### src/rtl/pc_branch_unit_if.sv
// Fetch/branch bus between the next-PC sequencer and its neighbours:
// decoded control and operands in, fetch request and PC state out.
interface pc_branch_unit_if #(
  parameter int unsigned WIDTH = 32
);
  logic              branch_eq;
  logic              branch_ne;
  logic              jump;
  logic              jump_reg;
  logic [WIDTH-1:0]  cmp_result;
  logic [WIDTH-1:0]  imm_ext;
  logic [25:0]       jump_index;
  logic [WIDTH-1:0]  reg_target;
  logic              stall;
  logic              fetch_ack;
  logic              fetch_req;
  logic [WIDTH-1:0]  pc;
  logic [WIDTH-1:0]  pc_plus4;
  logic              branch_taken;
  logic              misaligned;

  modport master (
    output branch_eq, branch_ne, jump, jump_reg, cmp_result, imm_ext,
           jump_index, reg_target, stall, fetch_ack,
    input  fetch_req, pc, pc_plus4, branch_taken, misaligned
  );

  modport slave (
    input  branch_eq, branch_ne, jump, jump_reg, cmp_result, imm_ext,
           jump_index, reg_target, stall, fetch_ack,
    output fetch_req, pc, pc_plus4, branch_taken, misaligned
  );
endinterface

### src/rtl/pc_branch_unit.sv
// Program counter and next-PC sequencer: resolves beq/bne/j/jr, handshakes
// each fetch with instruction memory and traps on a misaligned jr target.
module pc_branch_unit #(
  parameter int unsigned     WIDTH    = 32,
  parameter logic [WIDTH-1:0] RESET_PC = '0
) (
  input  logic            clk,
  input  logic            reset_n,
  pc_branch_unit_if.slave bus
);

  typedef enum logic [1:0] {BOOT, FETCH, HOLD, TRAP} state_e;

  state_e           state_q, state_d;
  logic [WIDTH-1:0] pc_q, pc_d;
  logic             fetch_req_q, fetch_req_d;
  logic             taken_q, taken_d;
  logic             mis_q, mis_d;

  logic [WIDTH-1:0] pc_plus4;
  logic [WIDTH-1:0] next_pc;
  logic             br_taken;
  logic             redirect;
  logic             jr_bad;
  logic             update;

  always_comb pc_plus4 = pc_q + WIDTH'(4);

  // Redirect source decode; jr beats j beats a taken conditional branch.
  always_comb begin
    br_taken = (bus.branch_eq && (bus.cmp_result == '0)) ||
               (bus.branch_ne && (bus.cmp_result != '0));
    redirect = bus.jump_reg || bus.jump || br_taken;
    jr_bad   = bus.jump_reg && (bus.reg_target[1:0] != 2'b00);
    if (bus.jump_reg) begin
      next_pc = bus.reg_target;
    end else if (bus.jump) begin
      next_pc = {pc_plus4[WIDTH-1:28], bus.jump_index, 2'b00};
    end else if (br_taken) begin
      next_pc = pc_plus4 + (bus.imm_ext << 2);
    end else begin
      next_pc = pc_plus4;
    end
  end

  // Next-state and register updates.
  always_comb begin
    state_d = state_q;
    pc_d    = pc_q;
    taken_d = taken_q;
    mis_d   = mis_q;
    update  = 1'b0;
    case (state_q)
      BOOT:  state_d = FETCH;
      FETCH: begin
        if (bus.fetch_ack) begin
          if (bus.stall) state_d = HOLD;
          else           update  = 1'b1;
        end
      end
      HOLD:  update = !bus.stall;
      TRAP:  state_d = TRAP;
      default: state_d = BOOT;
    endcase
    // A bad jr target is caught at the edge where the PC would have moved.
    if (update) begin
      if (jr_bad) begin
        state_d = TRAP;
        mis_d   = 1'b1;
      end else begin
        pc_d    = next_pc;
        taken_d = redirect;
        state_d = FETCH;
      end
    end
    fetch_req_d = (state_d == FETCH);
  end

  always_ff @(posedge clk or negedge reset_n) begin
    if (!reset_n) begin
      state_q     <= BOOT;
      pc_q        <= RESET_PC;
      fetch_req_q <= 1'b0;
      taken_q     <= 1'b0;
      mis_q       <= 1'b0;
    end else begin
      state_q     <= state_d;
      pc_q        <= pc_d;
      fetch_req_q <= fetch_req_d;
      taken_q     <= taken_d;
      mis_q       <= mis_d;
    end
  end

  assign bus.pc           = pc_q;
  assign bus.pc_plus4     = pc_plus4;
  assign bus.fetch_req    = fetch_req_q;
  assign bus.branch_taken = taken_q;
  assign bus.misaligned   = mis_q;

endmodule

### src/flat_wrapper.sv
// flat-port wrapper written by rule: the top's interface ports become plain ports
module pc_branch_unit_flat 
#(
  parameter int unsigned     WIDTH    = 32,
  parameter logic [WIDTH-1:0] RESET_PC = '0
)
  (clk, reset_n, bus_branch_eq, bus_branch_ne, bus_jump, bus_jump_reg, bus_cmp_result, bus_imm_ext, bus_jump_index, bus_reg_target, bus_stall, bus_fetch_ack, bus_fetch_req, bus_pc, bus_pc_plus4, bus_branch_taken, bus_misaligned);
  pc_branch_unit_if #(.WIDTH(WIDTH)) bus_i ();
  input  logic clk;
  input  logic reset_n;
  input wire logic [$bits(bus_i.branch_eq)-1:0] bus_branch_eq;
  input wire logic [$bits(bus_i.branch_ne)-1:0] bus_branch_ne;
  input wire logic [$bits(bus_i.jump)-1:0] bus_jump;
  input wire logic [$bits(bus_i.jump_reg)-1:0] bus_jump_reg;
  input wire logic [$bits(bus_i.cmp_result)-1:0] bus_cmp_result;
  input wire logic [$bits(bus_i.imm_ext)-1:0] bus_imm_ext;
  input wire logic [$bits(bus_i.jump_index)-1:0] bus_jump_index;
  input wire logic [$bits(bus_i.reg_target)-1:0] bus_reg_target;
  input wire logic [$bits(bus_i.stall)-1:0] bus_stall;
  input wire logic [$bits(bus_i.fetch_ack)-1:0] bus_fetch_ack;
  output wire logic [$bits(bus_i.fetch_req)-1:0] bus_fetch_req;
  output wire logic [$bits(bus_i.pc)-1:0] bus_pc;
  output wire logic [$bits(bus_i.pc_plus4)-1:0] bus_pc_plus4;
  output wire logic [$bits(bus_i.branch_taken)-1:0] bus_branch_taken;
  output wire logic [$bits(bus_i.misaligned)-1:0] bus_misaligned;
  assign bus_i.branch_eq = bus_branch_eq;
  assign bus_i.branch_ne = bus_branch_ne;
  assign bus_i.jump = bus_jump;
  assign bus_i.jump_reg = bus_jump_reg;
  assign bus_i.cmp_result = bus_cmp_result;
  assign bus_i.imm_ext = bus_imm_ext;
  assign bus_i.jump_index = bus_jump_index;
  assign bus_i.reg_target = bus_reg_target;
  assign bus_i.stall = bus_stall;
  assign bus_i.fetch_ack = bus_fetch_ack;
  assign bus_fetch_req = bus_i.fetch_req;
  assign bus_pc = bus_i.pc;
  assign bus_pc_plus4 = bus_i.pc_plus4;
  assign bus_branch_taken = bus_i.branch_taken;
  assign bus_misaligned = bus_i.misaligned;
  pc_branch_unit #(.WIDTH(WIDTH), .RESET_PC(RESET_PC)) u_core (.clk(clk), .reset_n(reset_n), .bus(bus_i));
endmodule
### config.mk
export PLATFORM = sky130hd
export DESIGN_NAME = pc_branch_unit_flat
export DESIGN_NICKNAME = d
export VERILOG_FILES = /design/src/rtl/pc_branch_unit_if.sv /design/src/rtl/pc_branch_unit.sv /design/src/flat_wrapper.sv
export SDC_FILE = /design/constraint.sdc
export NUM_CORES = 1
export LEC_CHECK = 0
export BUFFER_PORTS_ARGS = -buffer_cell sky130_fd_sc_hd__clkbuf_2
export CELL_PAD_IN_SITES_DETAIL_PLACEMENT = 1
export CELL_PAD_IN_SITES_GLOBAL_PLACEMENT = 1
export CORE_MARGIN = 4
export CORE_UTILIZATION = 31
export DETAILED_ROUTE_END_ITERATION = 12
export GPL_TIMING_DRIVEN = 0
export PLACE_DENSITY = 0.91
export SYNTH_ARGS = -nofsm -noshare
export SYNTH_HDL_FRONTEND = slang
export SYNTH_SLANG_ARGS = --single-unit
export TNS_END_PERCENT = 30
### constraint.sdc
create_clock -name clk -period 3.5 [get_ports clk]
set_input_delay 0.175 -clock clk [delete_from_list [all_inputs] [get_ports clk]]
set_output_delay 0.175 -clock clk [all_outputs]
set_load 0.005 [all_outputs]
### Word-level counts from Yosys, hierarchy flattened

Index checks and enable logic that the tools add are counted.

| word-level totals | value |
|---|---|
| register bits after elaboration | 37 |
| output and inout port bits | 67 |
| logic and storage cells | 36 |

| cells by class | value |
|---|---|
| $add $sub $neg | 2 |
| equality and inequality tests | 4 |
| multiplexer cells | 11 |
| bitwise logic cells | 1 |
| reduce and logical (&&, ||, !) cells | 13 |

Operators with widths:

| cell | count |
|---|---|
| two-way mux 32 bit | 3 |
| adder 32 x 3 -> 32 bit (second input constant) | 1 |
| adder 32 bit | 1 |
| logical NOT 32 bit | 1 |
| nonzero test 32 bit | 1 |
| two-way mux 2 bit | 4 |
| case mux 2 bit (3 select lines) | 1 |
| == test 2 x 1 -> 1 bit (second input constant) | 2 |
| == test 2 bit (second input constant) | 2 |
| AND reduction 2 bit | 2 |
| logical AND 1 bit | 3 |
| logical OR 1 bit | 3 |
| logical NOT 2 bit | 1 |
| two-way mux 1 bit | 2 |
| case mux 1 bit (2 select lines) | 1 |
| nonzero test 2 bit | 1 |
| logical NOT 1 bit | 1 |
| inverter 1 bit | 1 |

### Logic depth before layout (Yosys ltp)

Gate-level depths: netlist of the first run.

| logic depth | value |
|---|---|
| depth after elaboration | 6 |
| depth in mapped cells | 17 |
| depth with buffers taken out | 16 |

### Worst setup path after synthesis of the first run

Ideal clock, no wire load.

| timing | value |
|---|---|
| path kind | register -> register |
| from | register u_core.pc_q[2] (netlist: u_core.bus.pc[2]) |
| to | register u_core.pc_q[29] (netlist: u_core.bus.pc[29]) |
| setup time | 141 ps |
| data arrival time | 3,367 ps |
| required time | 3,359 ps |
| path slack | -8 ps |
| stages on the path, launching flop included | 17 |
| buffers on the path | 1 |
| period minus slack after synthesis | 3,508 ps |
| cells stage by stage | dfrtp_1 -> ha_1 -> nand4_1 -> nor3_1 -> and3_1 -> nand2_1 -> nor2_1 -> xnor2_1 -> ha_1 -> clkbuf_1 -> a21o_1 -> a21o_1 -> a2111o_1 -> o221ai_1 -> o21ai_0 -> xnor2_1 -> a31oi_1 |

| on the way | value |
|---|---|
| cells in the longest elaborated chain, start to end | 5 |

RTL lines:

| what | RTL line | RTL |
|---|---|---|
| from (decl) | pc_branch_unit.sv:15 | `logic [WIDTH-1:0] pc_q, pc_d;` |
| from (signal assigned) | pc_branch_unit.sv:88 | `pc_q <= pc_d;` |
| adder 32 x 3 -> 32 bit | pc_branch_unit.sv:27 | `always_comb pc_plus4 = pc_q + WIDTH'(4);` |
| net bus_pc_plus4[22] | flat_wrapper.sv:23 | `output wire logic [$bits(bus_i.pc_plus4)-1:0] bus_pc_plus4;` |
| adder 32 bit | pc_branch_unit.sv:40 | `next_pc = pc_plus4 + (bus.imm_ext << 2);` |
| two-way mux 32 bit | pc_branch_unit.sv:39 | `end else if (br_taken) begin` |
| two-way mux 32 bit | pc_branch_unit.sv:37 | `end else if (bus.jump) begin` |
| two-way mux 32 bit | pc_branch_unit.sv:35 | `if (bus.jump_reg) begin` |

The timed path passes the listed nets, and every way through them passes these cells.
A chain may end at the register's enable or synchronous reset.

### Final worst setup path of the first run

| timing | value |
|---|---|
| from | register u_core.pc_q[6] (netlist: u_core.bus.pc[6]) |
| to | register u_core.pc_q[20] (netlist: u_core.bus.pc[20]) |

| on the way | value |
|---|---|
| cells in the longest elaborated chain, start to end | 5 |

RTL lines:

| what | RTL line |
|---|---|
| adder 32 x 3 -> 32 bit (*) | pc_branch_unit.sv:27 |
| adder 32 bit | pc_branch_unit.sv:40 |
| two-way mux 32 bit (*) | pc_branch_unit.sv:39 |
| two-way mux 32 bit (*) | pc_branch_unit.sv:37 |
| two-way mux 32 bit (*) | pc_branch_unit.sv:35 |

Every way passes the cells marked *; elsewhere a longest branch is shown, timed or not.

==> results of run 1 <==
==> power by group through the flow <==
stage	Sequential, mW	Clock (mW)	Combinational (mW)
after global routing	1.03	0.471	5.00
after CTS	0.934	0.445	3.89
after detailed placement	0.932	0	3.28
after global placement	0.921	0	3.14
after floorplan	0.866	0	2.14
final	1.02	0.460	4.73
==> cell type report <==
class	count	share of cell area
Inverter	16	0.008565
Multi-Input combinational cell	504	0.5880
Buffer	24	0.01410
Clock buffer	8	0.01945
Tap cell	180	0.03212
Sequential cell	37	0.1337
Timing Repair Buffer	254	0.2041
==> metal layers <==
metal	track usage	vias up	part of all wire
li1	-	2685	-
met1	0.3261	3186	0.36
met2	0.4845	499	0.48
met3	0.05895	164	0.091
met4	0.1106	2	0.066
met5	0	-	0.00030
==> logic make-up after synthesis <==
group	count (synthesis)	share of synthesized area
buf+inv	45	0.04118
flops	37	0.2045
xor+xnor	51	0.1020
mux	7	0.01575
compound gates	193	0.2861
fa+ha+maj	41	0.1150
simple gates	212	0.2355
==> repair_timing <==
item / 4_1_cts / 5_1_grt
setup endpoints to repair: 18 / 22
pin swaps: 23 / 35
endpoints found under the hold margin: 0 / 0
setup buffers: 35 / 26
resized for setup: 71 / 68
==> metrics by stage <==
stage	cell area (µm²)	instances	setup slack, ns	power, mW
floorplan	4532	586	0.009570	3.009
global placement	5723	959	-0.7429	4.065
detailed placement	5723	959	-0.8418	4.209
CTS	6451	998	-0.01390	5.266
global route	7012	1023	-0.3891	6.509
finish	7012	1023	-0.2582	6.213
==> state kept, by name (all words and copies together), names as in the netlist <==
| name | cells |
|---|---|
| u_core.bus.pc | 32 |
| u_core.bus.misaligned | 1 |
| u_core.bus.fetch_req | 1 |
| u_core.state_q | 2 |
| u_core.bus.branch_taken | 1 |
==> layout by cell type (no fill, tap or decap), types with 4 or more instances in the layout <==
master,instances
and3_1,10
nand4_1,12
nand3_2,4
ha_1,24
or3_1,6
clkbuf_1,23
a21o_1,18
xnor2_1,16
nor4_1,10
o21ai_2,4
nor3_1,6
ha_4,13
a21oi_2,8
clkbuf_16,5
xnor2_4,5
nand3_1,24
buf_4,61
dfrtp_2,9
o21ai_0,33
a221oi_1,4
nor2_1,43
nand2_1,57
a31oi_1,12
a21oi_1,34
xor2_4,4
o21a_1,8
nor2b_1,5
nor2_4,5
xnor2_2,12
clkbuf_2,193
o21ai_1,10
o22ai_1,4
dfrtp_1,28
o211ai_1,12
xor2_1,11
mux2i_1,6
inv_1,15
nand2_2,6
==> worst paths after layout <==
kind	from	endpoint	slack, ns
min in group clk	bus_reg_target[23]	u_core.bus.pc[23]$_DFFE_PN0P_	0.15
max in group asynchronous	reset_n	u_core.bus.pc[9]$_DFFE_PN0P_	2.73
hold reg to reg	u_core.bus.misaligned$_DFFE_PN0P_	u_core.bus.misaligned$_DFFE_PN0P_	0.47
setup / recovery	u_core.bus.pc[6]$_DFFE_PN0P_	u_core.bus.pc[20]$_DFFE_PN0P_	-0.26
setup reg to reg	u_core.bus.pc[6]$_DFFE_PN0P_	u_core.bus.pc[20]$_DFFE_PN0P_	-0.26
hold / removal	reset_n	u_core.bus.pc[29]$_DFFE_PN0P_	0.06
==> worst max-delay path: stages, from the launching register on <==
cell and delay [ns]:
dfrtp_1 0.43, nand3_2 0.19, nor2_2 0.22, nand3_1 0.18, xnor2_2 0.29, ha_1 0.35
a2111oi_2 0.44, o21ai_2 0.17, a21oi_2 0.26, nand3_1 0.19, a21oi_1 0.22, xor2_1 0.13
o211a_1 0.24, o31ai_1 0.34
==> flow_metrics.env, run 1 <==
export IMPL_cts_hold_buffers=0
export IMPL_finClkSkew_ns=0.005821
export IMPL_io_pins=197
export IMPL_ys_ff_latch=37
export IMPL_tns_ns=-2.259
export IMPL_cts_sinks=37
export IMPL_critPathKind="reg -> reg"
export IMPL_fin_nets=1013
export IMPL_start_kind="flop"
export IMPL_post_synth_cell_area_avg_um2=7.725
export IMPL_antenna_found_initial=1
export IMPL_ys_seq_area_frac=0.2045
export IMPL_cts_buffers=5
export IMPL_core_um2=14100
export IMPL_clk_pin_slew_worst_paths_ns=0.06
export IMPL_initial_core_util=0.3211
export IMPL_synth_top_cell_area_share=0.2045
export IMPL_wire_per_inst_um=26.29
export IMPL_p_comb_frac=0.761
export IMPL_track_usage=0.2757
export IMPL_cts_root_buffer="clkbuf_16"
export IMPL_finalSetupViolations=20
export IMPL_grt_pass1_vias=6558
export IMPL_antenna_cells=0
export IMPL_cellPowerDensity_nw_per_um2=886.0
export IMPL_grt_max_degree=38
export IMPL_io_buffers=193
export IMPL_swShare=0.5165
export IMPL_gp_congestion=0.9222
export IMPL_pwr_share_clk=0.074
export IMPL_crit_fanout=6
export IMPL_rows=43
export IMPL_grt_pass1_wl_um=35830
export IMPL_drive_gt1_frac=0.4472
export IMPL_internal_power_mw=3.004
export IMPL_dieHeight_um=128.8
export IMPL_max_freq_ghz=0.2661
export IMPL_period_share=1.074
export IMPL_cts_htree_levels=2
export IMPL_crit_arrival_ns=3.92
export IMPL_detail_route_first_pass_iterations=5
export IMPL_period_needed_ns=3.758
export IMPL_die_x_um=128.8
export IMPL_status="finished with violations"
export IMPL_ys_types=72
export IMPL_worstPathRequired_ns=3.66
export IMPL_num_vias=6536
export IMPL_end_kind="flop"
export IMPL_fillerInstances=1770
export IMPL_synth_area_leaders="dfrtp_1, ha_1, xnor2_1, nand2_1, o21ai_0"
export IMPL_finalMaxSlewViolations=0
export IMPL_whs_ns=0.06310
export IMPL_drtAntennaViolNets=0
export IMPL_postSynthCellCount=586
export IMPL_yosys_top_cells_count="nand2_1, nor2_1, o21ai_0"
export IMPL_grt_overflow=0
export IMPL_multi_input_area_um2=4123
export IMPL_dpl_hpwl_um=16910
export IMPL_drt_vias_per_instance=6.389
export IMPL_ys_async_sr_fraction=1.000
export IMPL_ys_flop_type="dfrtp_1"
export IMPL_worst_slew_pin_slew_ns=1.034
export IMPL_syn_num_nets=757
export IMPL_p_switching_mw=3.209
export IMPL_irDropWorstVdd_mv=0.3851
export IMPL_synthToLayoutAreaGrowth_pct=54.89
export IMPL_setup_ws_ns=-0.2582
export IMPL_seqPwrFrac=0.165
export IMPL_clock_latency_ns=0.29
export IMPL_cts_tree="done"
export IMPL_synth_area_um2=4527
export IMPL_power_leakage_nw=3.249
export IMPL_drv_cap=0
export IMPL_rsz0062_at_grt="true"
export IMPL_hold_viol=0
export IMPL_utilization=0.4974
export IMPL_r2r_cells=13
export IMPL_drtIter0Drc=718
export IMPL_yosysMostFrequentCell="nand2_1"
export IMPL_hold_class="in -> async"
export IMPL_slew_headroom=0.3107
export IMPL_dieArea_um2=16600
export IMPL_synth_edff_count=0
export IMPL_drc=0
export IMPL_yosys_area_top_type="dfrtp_1"
export IMPL_drt_wl_total_um=26890
export IMPL_synth_warnings=0
export IMPL_clock_path_buffers=2
export IMPL_ff_latch_area_um2=937.1
export IMPL_violations="negative setup slack"
Power figures use the tool's default switching activity.
==> inputs of run 2 (changes only) <==
PLACE_DENSITY = default   (was 0.91)
PLACE_DENSITY_LB_ADDON = 0.1   (was default)
REMOVE_ABC_BUFFERS = 1   (was default)
==> run 2 against run 1 <==
The flow still finishes with violations (negative setup slack). Largest cell class unchanged. Clock skew up 0.0040 ns. Critical endpoint is now u_core.bus.pc[25]$_DFFE_PN0P_. Worst hold slack gained 0.037 ns. Die area did not move. Register-to-register slack improved by 0.21 ns. Routed wire length fell by 22%. Non-clock buffer count is 36 lower. Combinational power is 12% lower. Global-route usage is 3.8 points lower. Count of clock-buffer cells in the layout decreased by 3. Sequential power shrank 9%. Final cell count down 3.5%.
==> flow_metrics.env, run 2 (synthesis gave the netlist of run 1 again) <==
export IMPL_worstPathRequired_ns=3.65
export IMPL_critPathKind="reg -> reg"
export IMPL_finalSetupViolations=4
export IMPL_ff_latch_area_um2=940.9
export IMPL_core_um2=14100
export IMPL_drt_vias_per_instance=5.612
export IMPL_grt_pass1_wl_um=30910
export IMPL_drv_cap=0
export IMPL_drive_gt1_frac=0.4511
export IMPL_drtIter0Drc=259
export IMPL_cts_htree_levels=2
export IMPL_hold_class="in -> async"
export IMPL_max_freq_ghz=0.2821
export IMPL_dieHeight_um=128.8
export IMPL_start_kind="flop"
export IMPL_final_common_cell="clkbuf_2"
export IMPL_die_x_um=128.8
export IMPL_grt_max_degree=38
export IMPL_crit_fanout=4
export IMPL_cts_tree="done"
export IMPL_drt_wl_total_um=20950
export IMPL_whs_ns=0.1003
export IMPL_mostFrequentLayoutCells="clkbuf_2, nand2_1, buf_4, nor2_1, o21ai_0"
export IMPL_regToRegSetupSlack_ns=-0.04
export IMPL_detail_route_first_pass_iterations=4
export IMPL_gp_congestion=0.8952
export IMPL_dieArea_um2=16600
export IMPL_finalMaxSlewViolations=0
export IMPL_cts_hold_buffers=0
export IMPL_clock_path_buffers=2
export IMPL_grt_pass1_vias=5780
export IMPL_r2r_start="u_core.bus.pc[10]$_DFFE_PN0P_"
export IMPL_period_share=1.013
export IMPL_largest_reg_flops=32
export IMPL_total_power_mw=5.605
export IMPL_r2r_end="u_core.bus.pc[25]$_DFFE_PN0P_"
export IMPL_cts_sinks=37
export IMPL_r2r_cells=16
export IMPL_grt_overflow=0
export IMPL_multi_input_area_um2=4050
export IMPL_end_kind="flop"
export IMPL_synthToLayoutAreaGrowth_pct=50.00
export IMPL_status="finished with violations"
export IMPL_cts_root_buffer="clkbuf_16"
export IMPL_track_usage=0.2374
export IMPL_antenna_cells=0
export IMPL_crit_arrival_ns=3.70
export IMPL_initial_core_util=0.3211
export IMPL_worst_slew_pin_slew_ns=1.170
export IMPL_drc=0
export IMPL_setup_ws_ns=-0.04496
export IMPL_hold_viol=0
export IMPL_slew_headroom=0.2203
export IMPL_clock_latency_ns=0.31
export IMPL_rsz0062_at_grt="true"
export IMPL_finClkSkew_ns=0.009771
export IMPL_utilization=0.4817
export IMPL_cellPowerDensity_nw_per_um2=825.4
export IMPL_fillerInstances=1755
export IMPL_rows=43
export IMPL_power_leakage_nw=3.133
export IMPL_num_vias=5539
export IMPL_cts_buffers=5
export IMPL_period_needed_ns=3.545
export IMPL_wire_per_inst_um=21.23
export IMPL_antenna_found_initial=2
export IMPL_drtAntennaViolNets=0
export IMPL_io_buffers=194
export IMPL_clk_pin_slew_worst_paths_ns=0.07
export IMPL_dpl_hpwl_um=15150
export IMPL_fin_nets=977
export IMPL_violations="negative setup slack"
export IMPL_tns_ns=-0.08168
export IMPL_irDropWorstVdd_mv=0.3246
export IMPL_io_pins=197
-- run 2: changes by cell type in the layout (fill, tap and decap cells not counted), sizes merged --
cell / delta
clkbuf: -22
buf: -17
clkinv: +3
-- run 2: per-layer routing --
metal  up-vias  part of all wire  track usage
li1       2611                 -            -
met1      2718              0.44       0.3233
met2       188              0.47       0.3912
met3        20             0.073      0.04732
met4         2             0.013      0.05003
met5         -           0.00038            0
-- run 2: worst max path at each step --
| stage | cells past startpoint | to | slack [ns] | from |
|---|---|---|---|---|
| floorplan | 15 | u_core.bus.pc[31]$_DFFE_PN0P_ | 0.06 | u_core.bus.pc[4]$_DFFE_PN0P_ |
| CTS | 15 | u_core.bus.pc[31]$_DFFE_PN0P_ | 0.0008 | u_core.bus.pc[3]$_DFFE_PN0P_ |
| global placement | 10 | u_core.bus.pc[30]$_DFFE_PN0P_ | -1.08 | bus_cmp_result[17] |
| finish | 16 | u_core.bus.pc[25]$_DFFE_PN0P_ | -0.04 | u_core.bus.pc[10]$_DFFE_PN0P_ |
| detailed placement | 16 | u_core.bus.pc[31]$_DFFE_PN0P_ | -0.86 | u_core.bus.pc[3]$_DFFE_PN0P_ |
| global route | 17 | u_core.bus.pc[27]$_DFFE_PN0P_ | -0.25 | u_core.bus.pc[10]$_DFFE_PN0P_ |
-- run 2: worst max-delay path, stage by stage (launching register included) --
cell,delay [ns]
dfrtp_2,0.43
nand4_4,0.14
nor4_4,0.34
and3_4,0.27
buf_12,0.12
nand3_1,0.11
xnor2_2,0.33
ha_2,0.35
a21oi_4,0.09
nand2_1,0.06
nand3_1,0.13
a21o_1,0.25
a21oi_4,0.17
a211oi_2,0.07
xnor2_1,0.14
a221oi_1,0.26
o21ai_0,0.12
-- run 2: power by group --
part           leakage [nW]  switching (mW)  internal [mW]
Combinational          2.63            2.22           1.95
Clock                0.0738           0.235          0.267
Sequential            0.424           0.302          0.629
-- run 2: stage by stage --
step                std cells  instance area, µm²  setup WS [ns]
CTS                       960                6217      0.0008384
detailed placement        932                5638        -0.8594
floorplan                 557                4400        0.05868
global placement          931                5597         -1.082
finish                    987                6790       -0.04496
global route              987                6790        -0.2481
-- run 2: what timing repair did --
| item | CTS | global route |
|---|---|---|
| setup buffers | 20 | 27 |
| pin swaps | 20 | 34 |
| gates cloned | 0 | 0 |
| endpoints found under the setup margin | 19 | 19 |
| resized for setup | 67 | 62 |
-- run 2: area by class of cell --
| cell class | count | share of cell area |
|---|---|---|
| clock inverter | 3 | 0.003317 |
| tap | 180 | 0.03317 |
| inverter | 16 | 0.009213 |
| timing repair buffer | 242 | 0.2008 |
| sequential | 37 | 0.1386 |
| multi-input combinational | 504 | 0.5965 |
| clock buffer | 5 | 0.01843 |
==> inputs of run 3 (changes only) <==
RECOVER_POWER = 50   (was default)
==> run 3 against run 2 <==
The run ends with max-capacitance violations, max-slew violations, negative setup slack left. Final area is 0.11% lower. Power hardly changed. Count of clock-buffer cells in the layout stayed put. Worst setup slack worse by 0.0017 ns. Critical path depth stayed put. Sequential power hardly changed. Sequential cell count stayed put. Critical path type unchanged. Critical endpoint unchanged.
==> flow_metrics.env, run 3 (synthesis gave the netlist of run 1 again) <==
export IMPL_status="finished with violations"
export IMPL_violations="max-capacitance violations, max-slew violations, negative setup slack"
export IMPL_antenna_found_initial=2
export IMPL_drtAntennaViolNets=0
export IMPL_largest_reg_flops=32
export IMPL_finalInstanceArea_um2=6783
export IMPL_cts_sinks=37
export IMPL_drt_wl_total_um=20980
export IMPL_core_um2=14100
export IMPL_irDropWorstVdd_mv=0.3236
export IMPL_io_buffers=194
export IMPL_worst_slew_pin_slew_ns=2.504
export IMPL_drv_cap=1
export IMPL_drive_gt1_frac=0.4436
export IMPL_slew_headroom=-0.6693
export IMPL_rows=43
export IMPL_antenna_cells=0
export IMPL_cts_tree="done"
export IMPL_hold_viol=0
export IMPL_clock_path_buffers=2
export IMPL_final_common_cell="clkbuf_2"
export IMPL_drc=0
export IMPL_cts_root_buffer="clkbuf_16"
export IMPL_synthToLayoutAreaGrowth_pct=49.83
export IMPL_period_needed_ns=3.547
export IMPL_rsz0062_at_grt="true"
export IMPL_crit_arrival_ns=3.70
export IMPL_end_kind="flop"
export IMPL_placed_area_um2=5638
export IMPL_detail_route_first_pass_iterations=4
export IMPL_whs_ns=0.1074
export IMPL_dieHeight_um=128.8
export IMPL_worstPathRequired_ns=3.65
export IMPL_fin_cells=987
export IMPL_drtIter0Drc=260
export IMPL_io_pins=197
export IMPL_clock_latency_ns=0.31
export IMPL_start_kind="flop"
export IMPL_grt_max_degree=38
export IMPL_gp_congestion=0.8952
export IMPL_initial_core_util=0.3211
export IMPL_grt_overflow=0
export IMPL_power_leakage_nw=3.115
export IMPL_dpl_hpwl_um=15150
export IMPL_wire_per_inst_um=21.25
export IMPL_critPathKind="reg -> reg"
export IMPL_finalMaxSlewViolations=38
export IMPL_tns_ns=-0.08683
export IMPL_hold_class="in -> reg"
export IMPL_mostFrequentLayoutCells="clkbuf_2, nand2_1, buf_4, nor2_1, o21ai_0"
export IMPL_placed_cells=932
export IMPL_num_vias=5530
export IMPL_dp_slack_ns=-0.8594
export IMPL_finClkSkew_ns=0.01068
export IMPL_cts_htree_levels=2
export IMPL_clk_pin_slew_worst_paths_ns=0.08
export IMPL_finalSetupViolations=4
export IMPL_crit_fanout=4
export IMPL_die_x_um=128.8
export IMPL_cts_hold_buffers=0
export IMPL_grt_pass1_vias=5780
export IMPL_drt_vias_per_instance=5.603
export IMPL_cellPowerDensity_nw_per_um2=826.0
export IMPL_track_usage=0.2374
export IMPL_setup_ws_ns=-0.04667
export IMPL_period_share=1.013
export IMPL_fin_nets=977
export IMPL_max_freq_ghz=0.2820
export IMPL_grt_pass1_wl_um=30910
export IMPL_cts_buffers=5
export IMPL_dieArea_um2=16600
-- run 3: power breakdown --
part | leakage, nW | switching [mW] | internal (mW)
Clock | 0.0738 | 0.236 | 0.267
Combinational | 2.62 | 2.22 | 1.95
Sequential | 0.424 | 0.302 | 0.629
-- run 3: final timing paths --
kind,start,endpoint,slack [ns],cells past startpoint
max,u_core.bus.pc[10]$_DFFE_PN0P_,u_core.bus.pc[25]$_DFFE_PN0P_,-0.05,16
min,bus_reg_target[5],u_core.bus.pc[5]$_DFFE_PN0P_,0.11,3
max reg2reg,u_core.bus.pc[10]$_DFFE_PN0P_,u_core.bus.pc[25]$_DFFE_PN0P_,-0.05,16
min reg2reg,u_core.bus.misaligned$_DFFE_PN0P_,u_core.bus.misaligned$_DFFE_PN0P_,0.48,2
max in group asynchronous,reset_n,u_core.bus.pc[3]$_DFFE_PN0P_,1.26,1
min in group asynchronous,reset_n,u_core.bus.pc[12]$_DFFE_PN0P_,0.64,1
-- run 3: worst max-delay path, stage by stage (launching register included) --
cell	delay (ns)
dfrtp_2	0.43
nand4_4	0.14
nor4_4	0.34
and3_4	0.27
buf_12	0.12
nand3_1	0.11
xnor2_2	0.33
ha_2	0.35
a21oi_4	0.09
nand2_1	0.06
nand3_1	0.13
a21o_1	0.25
a21oi_4	0.17
a211oi_2	0.07
xnor2_1	0.14
a221oi_1	0.26
o21ai_0	0.12
-- run 3: stage by stage --
step / utilization / power, mW
5_1_grt: 0.4812 / 6.049
6_report: 0.4812 / 5.602
3_3_place_gp: 0.3970 / 4.019
2_1_floorplan: - / 2.984
4_1_cts: 0.4411 / 5.046
3_5_place_dp: 0.4000 / 4.099
-- run 3: area by class of cell --
class / count / area [µm²]
clock buffers: 5 / 125.1
inverters: 16 / 62.56
fillers: 1761 / 7313
multi-input cells: 504 / 4050
flip-flops and latches: 37 / 940.9
repair buffers: 242 / 1356
well taps: 180 / 225.2
clock inverters: 3 / 22.52
-- run 3: per-layer routing --
layer  vias up  GRT usage  wire [µm]
met3        20    0.04732       1457
met5         -          0          8
met1      2715     0.3233       9403
li1       2611          -          -
met4         2    0.05003        279
met2       182     0.3912       9829
-- run 3: repair_timing --
| item | in CTS | in global routing |
|---|---|---|
| pin swaps | 20 | 34 |
| setup buffers | 20 | 27 |
| endpoints found under the setup margin | 19 | 19 |
| gates resized for setup | 67 | 62 |
